<file path="config.mk">
export PLATFORM = sky130hd
export DESIGN_NAME = pipe_stage_reg
export DESIGN_NICKNAME = d
export VERILOG_FILES = /design/src/rtl/pipe_stage_reg_pkg.sv /design/src/rtl/pipe_stage_reg.sv
export SDC_FILE = /design/constraint.sdc
export NUM_CORES = 1
export LEC_CHECK = 0
export CAP_MARGIN = 30
export CORE_UTILIZATION = 49
export CTS_CLUSTER_SIZE = 24
export DETAILED_ROUTE_END_ITERATION = 8
export PLACE_DENSITY_LB_ADDON = 0.3
export SETUP_SLACK_MARGIN = 0.5
export SYNTH_ARGS = -nofsm -noshare
export SYNTH_HDL_FRONTEND = slang
export SYNTH_SLANG_ARGS = --single-unit
export TNS_END_PERCENT = 100
</file>
<file path="constraint.sdc">
create_clock -name clk -period 3.1 [get_ports clk]
set_input_delay 0.62 -clock clk [delete_from_list [all_inputs] [get_ports clk]]
set_output_delay 0.62 -clock clk [all_outputs]
set_load 0.1 [all_outputs]
</file>
<file path="src/rtl/pipe_stage_reg_pkg.sv">
// Shared pipeline constants: stall-counter width/saturation and the payload
// widths of the concrete IF/ID/EXE/MEM/WB stage registers.
package pipe_stage_reg_pkg;

    localparam int STALL_CNT_W = 32;
    localparam logic [STALL_CNT_W-1:0] STALL_CNT_MAX = '1;

    // Concatenated payload widths carried between the concrete stages.
    localparam int IF_ID_PAYLOAD_W   = 64;
    localparam int ID_EXE_PAYLOAD_W  = 150;
    localparam int EXE_MEM_PAYLOAD_W = 76;
    localparam int MEM_WB_PAYLOAD_W  = 70;

    function automatic logic [STALL_CNT_W-1:0] stall_sat_inc(
        input logic [STALL_CNT_W-1:0] cnt
    );
        return (cnt == STALL_CNT_MAX) ? cnt : cnt + STALL_CNT_W'(1);
    endfunction

endpackage

</file>
<file path="src/rtl/pipe_stage_reg.sv">
// Generic valid/allowin pipeline stage register with flush and a saturating
// stall counter. Defining PIPE_STAGE_SKID_BUF_EN adds a 1-entry skid buffer.
//
// Handshake: an upstream transfer happens in a cycle where in_valid && allowin
// (and no flush); a downstream transfer where out_valid && ds_allowin. Both are
// evaluated in the same cycle and take effect on the next rising edge.
module pipe_stage_reg
    import pipe_stage_reg_pkg::*;
#(
    parameter int                DATA_W     = 32,
    parameter logic [DATA_W-1:0] RESET_DATA = '0
) (
    input  logic                   clk,
    input  logic                   resetn,
    input  logic                   flush,
    input  logic                   ready_go,
    input  logic                   in_valid,
    input  logic [DATA_W-1:0]      in_data,
    output logic                   allowin,
    output logic                   out_valid,
    output logic [DATA_W-1:0]      out_data,
    input  logic                   ds_allowin,
    output logic [STALL_CNT_W-1:0] stall_cnt
);

    logic                   head_valid_q, head_valid_d;
    logic [DATA_W-1:0]      head_data_q, head_data_d;
    logic [STALL_CNT_W-1:0] stall_cnt_q, stall_cnt_d;
    logic                   up_xfer;
    logic                   ds_xfer;
    logic                   stall_cycle;

    assign out_valid   = head_valid_q && ready_go;
    assign out_data    = head_data_q;
    assign stall_cnt   = stall_cnt_q;
    assign ds_xfer     = out_valid && ds_allowin;
    // A flush cycle accepts nothing: the presented entry is dropped.
    assign up_xfer     = in_valid && allowin && !flush;
    assign stall_cycle = out_valid && !ds_allowin && !flush;

`ifdef PIPE_STAGE_SKID_BUF_EN
    logic              skid_valid_q, skid_valid_d;
    logic [DATA_W-1:0] skid_data_q, skid_data_d;

    // Registered allowin: no combinational path from ds_allowin or ready_go.
    assign allowin = !skid_valid_q;

    always_comb begin
        head_valid_d = head_valid_q;
        head_data_d  = head_data_q;
        skid_valid_d = skid_valid_q;
        skid_data_d  = skid_data_q;
        if (flush) begin
            head_valid_d = 1'b0;
            skid_valid_d = 1'b0;
        end else if (ds_xfer && skid_valid_q) begin
            head_valid_d = 1'b1;
            head_data_d  = skid_data_q;
            skid_valid_d = 1'b0;
        end else if (ds_xfer || !head_valid_q) begin
            // Head is free this cycle and skid is empty: load straight into head.
            head_valid_d = up_xfer;
            if (up_xfer) begin
                head_data_d = in_data;
            end
        end else if (up_xfer) begin
            skid_valid_d = 1'b1;
            skid_data_d  = in_data;
        end
    end

    always_ff @(posedge clk or negedge resetn) begin
        if (!resetn) begin
            skid_valid_q <= 1'b0;
            skid_data_q  <= RESET_DATA;
        end else begin
            skid_valid_q <= skid_valid_d;
            skid_data_q  <= skid_data_d;
        end
    end
`else
    assign allowin = !head_valid_q || (ready_go && ds_allowin);

    always_comb begin
        head_valid_d = head_valid_q;
        head_data_d  = head_data_q;
        if (flush) begin
            head_valid_d = 1'b0;
        end else if (allowin) begin
            head_valid_d = in_valid;
            if (up_xfer) begin
                head_data_d = in_data;
            end
        end
    end
`endif

    always_comb begin
        stall_cnt_d = stall_cnt_q;
        if (stall_cycle) begin
            stall_cnt_d = stall_sat_inc(stall_cnt_q);
        end
    end

    always_ff @(posedge clk or negedge resetn) begin
        if (!resetn) begin
            head_valid_q <= 1'b0;
            head_data_q  <= RESET_DATA;
            stall_cnt_q  <= '0;
        end else begin
            head_valid_q <= head_valid_d;
            head_data_q  <= head_data_d;
            stall_cnt_q  <= stall_cnt_d;
        end
    end

endmodule
</file>
==> results.py <==
metrics = {
    "global_route": {
        "antenna_found_initial": 0,
        "use_met2_pct": 34.4,
        "top_usage_layer": "met2",
        "use_met3_pct": 4.22,
        "gr-total-overflow": 0,
        "gr-usage-met1_pct": 27.3,
        "grt_max_degree": 33,
        "grt_pass1_wl_mm": 10.7,
        "grt_pass1_vias": 2279,
        "grt_usage_pct": 21.4,
    },
    "floorplan": {
        "dieHeight_microns": 81.6,
        "die_w_microns": 81.6,
        "ioPinCount": 104,
        "coreArea_sq_mm": 0.00603,
        "rows": 28,
        "start_util_pct": 51.6,
        "die-area_sq_mm": 0.00667,
    },
    "clocking": {
        "htreeDepth": 3,
        "clock_latency_ns": 0.34,
        "cts_buffers": 9,
        "clockBufferDepth": 2,
        "cts_resized": 0,
        "tritoncts": "yes",
        "clkTransAtPathRegs_ns": 0.07,
        "cts_hold_buf": 0,
        "cts.sinks": 65,
        "post-cts-setup-buffer-count": 0,
        "cts_root_buf": "clkbuf_8",
    },
    "sta": {
        "period_needed_ns": 2.36,
        "fin_ws_ns": 0.742,
        "worst-slew-pin-transition_ns": 0.530,
        "hold_violations": 0,
        "fin_setup_tns_ns": 0,
        "skew_ns": 0.00728,
        "min_period_over_period_pct": 76.1,
        "hold_slack_ns": 0.224,
        "rsz0062_at_grt": "false",
        "slew_viol_final": 0,
        "fmax_mhz": 424,
        "slew_headroom_pct": 64.4,
        "setup_viol": 0,
    },
    "power": {
        "power_frac_seq_pct": 35.8,
        "power_frac_clock_pct": 25.0,
        "swShare_pct": 44.1,
        "ir_drop_mv": 0.505,
        "cellPowerDensity_mw_per_mm2": 656,
        "leakage_uw": 0.00202,
        "switching_power_uw": 1240,
        "p_int_uw": 1560,
        "pwr-share-comb_pct": 39.2,
    },
    "synthesis": {
        "synth.area.top_cells": "dfrtp_1, mux2_2, xor2_1",
        "synthesis.area_sq_mm": 0.00311,
        "syn_area_per_cell_sq_um": 12.8,
        "synthCells": 242,
        "syn-num-nets": 281,
        "synth_top_area_cell": "dfrtp_1",
        "synth-seq-area-share_pct": 52.3,
        "yosys_warnings": 0,
        "ys_types": 35,
        "synth.top_cell.area_share_pct": 52.3,
        "ys_ff_latch": 65,
    },
    "worst_setup_path": {
        "path_max_fanout": 13,
        "cp_cell_sequence": "clkdlybuf4s50_1, nor4bb_1, buf_4, nand4_4, a2111oi_2, xor2_1",
        "crit_path_top_delay_cell": "clkdlybuf4s50_1",
        "max_stage_delay_ns": 0.50,
        "cp-start-kind": "input pin",
        "arrival_ns": 2.61,
        "worst-setup-path-type": "in2reg",
        "endpoint_kind": "flip-flop",
        "required_ns": 3.35,
    },
    "layout": {
        "layout_common_cells": "buf_4, dfrtp_1, clkdlybuf4s50_1",
        "syn_to_final_growth_pct": 37.2,
        "num_antenna_cells": 0,
        "layout.nets": 390,
        "multiInputGateArea_sq_mm": 0.00139,
        "final_common_cell": "buf_4",
        "n_fill_cell": 459,
        "regArea_sq_mm": 0.00163,
        "drive_above_1_share_pct": 39.3,
    },
    "placement": {
        "place_hpwl_mm": 4.92,
        "io_buffers": 103,
        "dp_worst_setup_slack_ns": 0.445,
        "place_congestion": 0.822,
    },
    "detailed_routing": {
        "viasPerCell": 5.54,
        "drc_errors": 0,
        "vias": 2386,
        "drt_iter0_markers": 87,
        "avgRoutedWirePerCell_microns": 15.6,
        "ant_nets": 0,
        "drtPass1Iterations": 5,
        "wl_mm": 6.72,
    },
    "hold_path": {
        "min_path_type": "in2async",
    },
    "flow_run": {
        "maxCapViolations": 0,
    },
    "status": {
        "status": "completed",
    },
}
worst max-delay path, delay by kind of cell:
kind	cells	cell delay, ns
compound gates	1	0.48
xor+xnor	1	0.19
simple gates	2	0.59
buf+inv	2	0.72
layer usage:
metal / routed length [microns] / vias to the layer above
li1: - / 1127
met1: 2990 / 1150
met2: 3150 / 89
met3: 430 / 20
met4: 148 / 0
met5: 0 / -
state kept, by name, summed over array words and instances, names as in the netlist:
name          count
out_data         32
stall_cnt        32
head_valid_q      1
synth_stat cells:
cell and number:
a2111oi_2 4, a2111oi_4 3, a211oi_1 4, a21oi_1 2, a311oi_1 4, a311oi_2 2
a31oi_1 7, and2_1 5, and3_1 11, and4_1 3, and4_4 1, buf_2 10
buf_4 2, buf_6 2, dfrtp_1 65, ha_1 1, inv_1 4, mux2_1 1
mux2_2 32, mux2i_1 2, nand2_1 13, nand3_1 7, nand3_2 1, nand4_1 10
nand4_2 2, nand4_4 1, nor2_1 5, nor3_1 1, nor3b_2 1, nor4_1 6
nor4_2 1, nor4bb_1 1, or4b_1 1, xnor2_1 2, xor2_1 25
power groups by stage:
| stage | registers, uW | logic (uW) | clock network, uW |
|---|---|---|---|
| CTS | 1000 | 1110 | 718 |
| global placement | 1010 | 1100 | 0 |
| detailed placement | 1020 | 1100 | 0 |
| floorplan | 1730 | 128 | 0 |
| global route | 1020 | 1130 | 754 |
| finish | 1000 | 1100 | 701 |
cells by family (layout without fill, tap and decap cells):
logic type	after synthesis	in the layout	share of synthesized area [%]
and+or+nand+nor	70	70	14.4
adders and majority gates	1	1	0.403
DFF	65	65	52.3
AOI/OAI and AO/OA	26	26	9.38
muxes	35	35	12.6
buffers and inverters	18	132	3.30
xor gates and xnor gates	27	27	7.61
stage by stage:
step | instances | utilization [%] | total power, uW | cell area, sq um
after floorplan | 242 | - | 1850 | 3110
after global placement | 415 | 67.5 | 2110 | 4070
after detailed placement | 415 | 67.5 | 2120 | 4070
after CTS | 431 | 70.8 | 2830 | 4270
after global routing | 431 | 70.8 | 2900 | 4270
final | 431 | 70.8 | 2800 | 4270
area by class of cell:
| type | count | share of cell area (%) |
|---|---|---|
| flip-flops and latches | 65 | 38.1 |
| multi-input cells | 159 | 32.7 |
| repair buffers | 112 | 22.1 |
| clock buffers | 9 | 2.90 |
| well taps | 75 | 2.20 |
| clock inverters | 7 | 1.67 |
| inverters | 4 | 0.352 |
final timing paths:
check                                               from                   endpoint  slack (ns)  depth (start not counted)
worst max-delay path                               flush  stall_cnt[31]$_DFFE_PN0P_        0.74                          6
worst min-delay path                              resetn   stall_cnt[3]$_DFFE_PN0P_        0.22                          1
worst max register to register  stall_cnt[0]$_DFFE_PN0P_  stall_cnt[31]$_DFFE_PN0P_        1.05                          6
worst min register to register  stall_cnt[6]$_DFFE_PN0P_   stall_cnt[6]$_DFFE_PN0P_        0.50                          1
max in group asynchronous                         resetn   out_data[24]$_DFFE_PN0P_        2.13                          2
min in group clk                stall_cnt[6]$_DFFE_PN0P_   stall_cnt[6]$_DFFE_PN0P_        0.50                          1
Power figures use the tool's default switching activity.
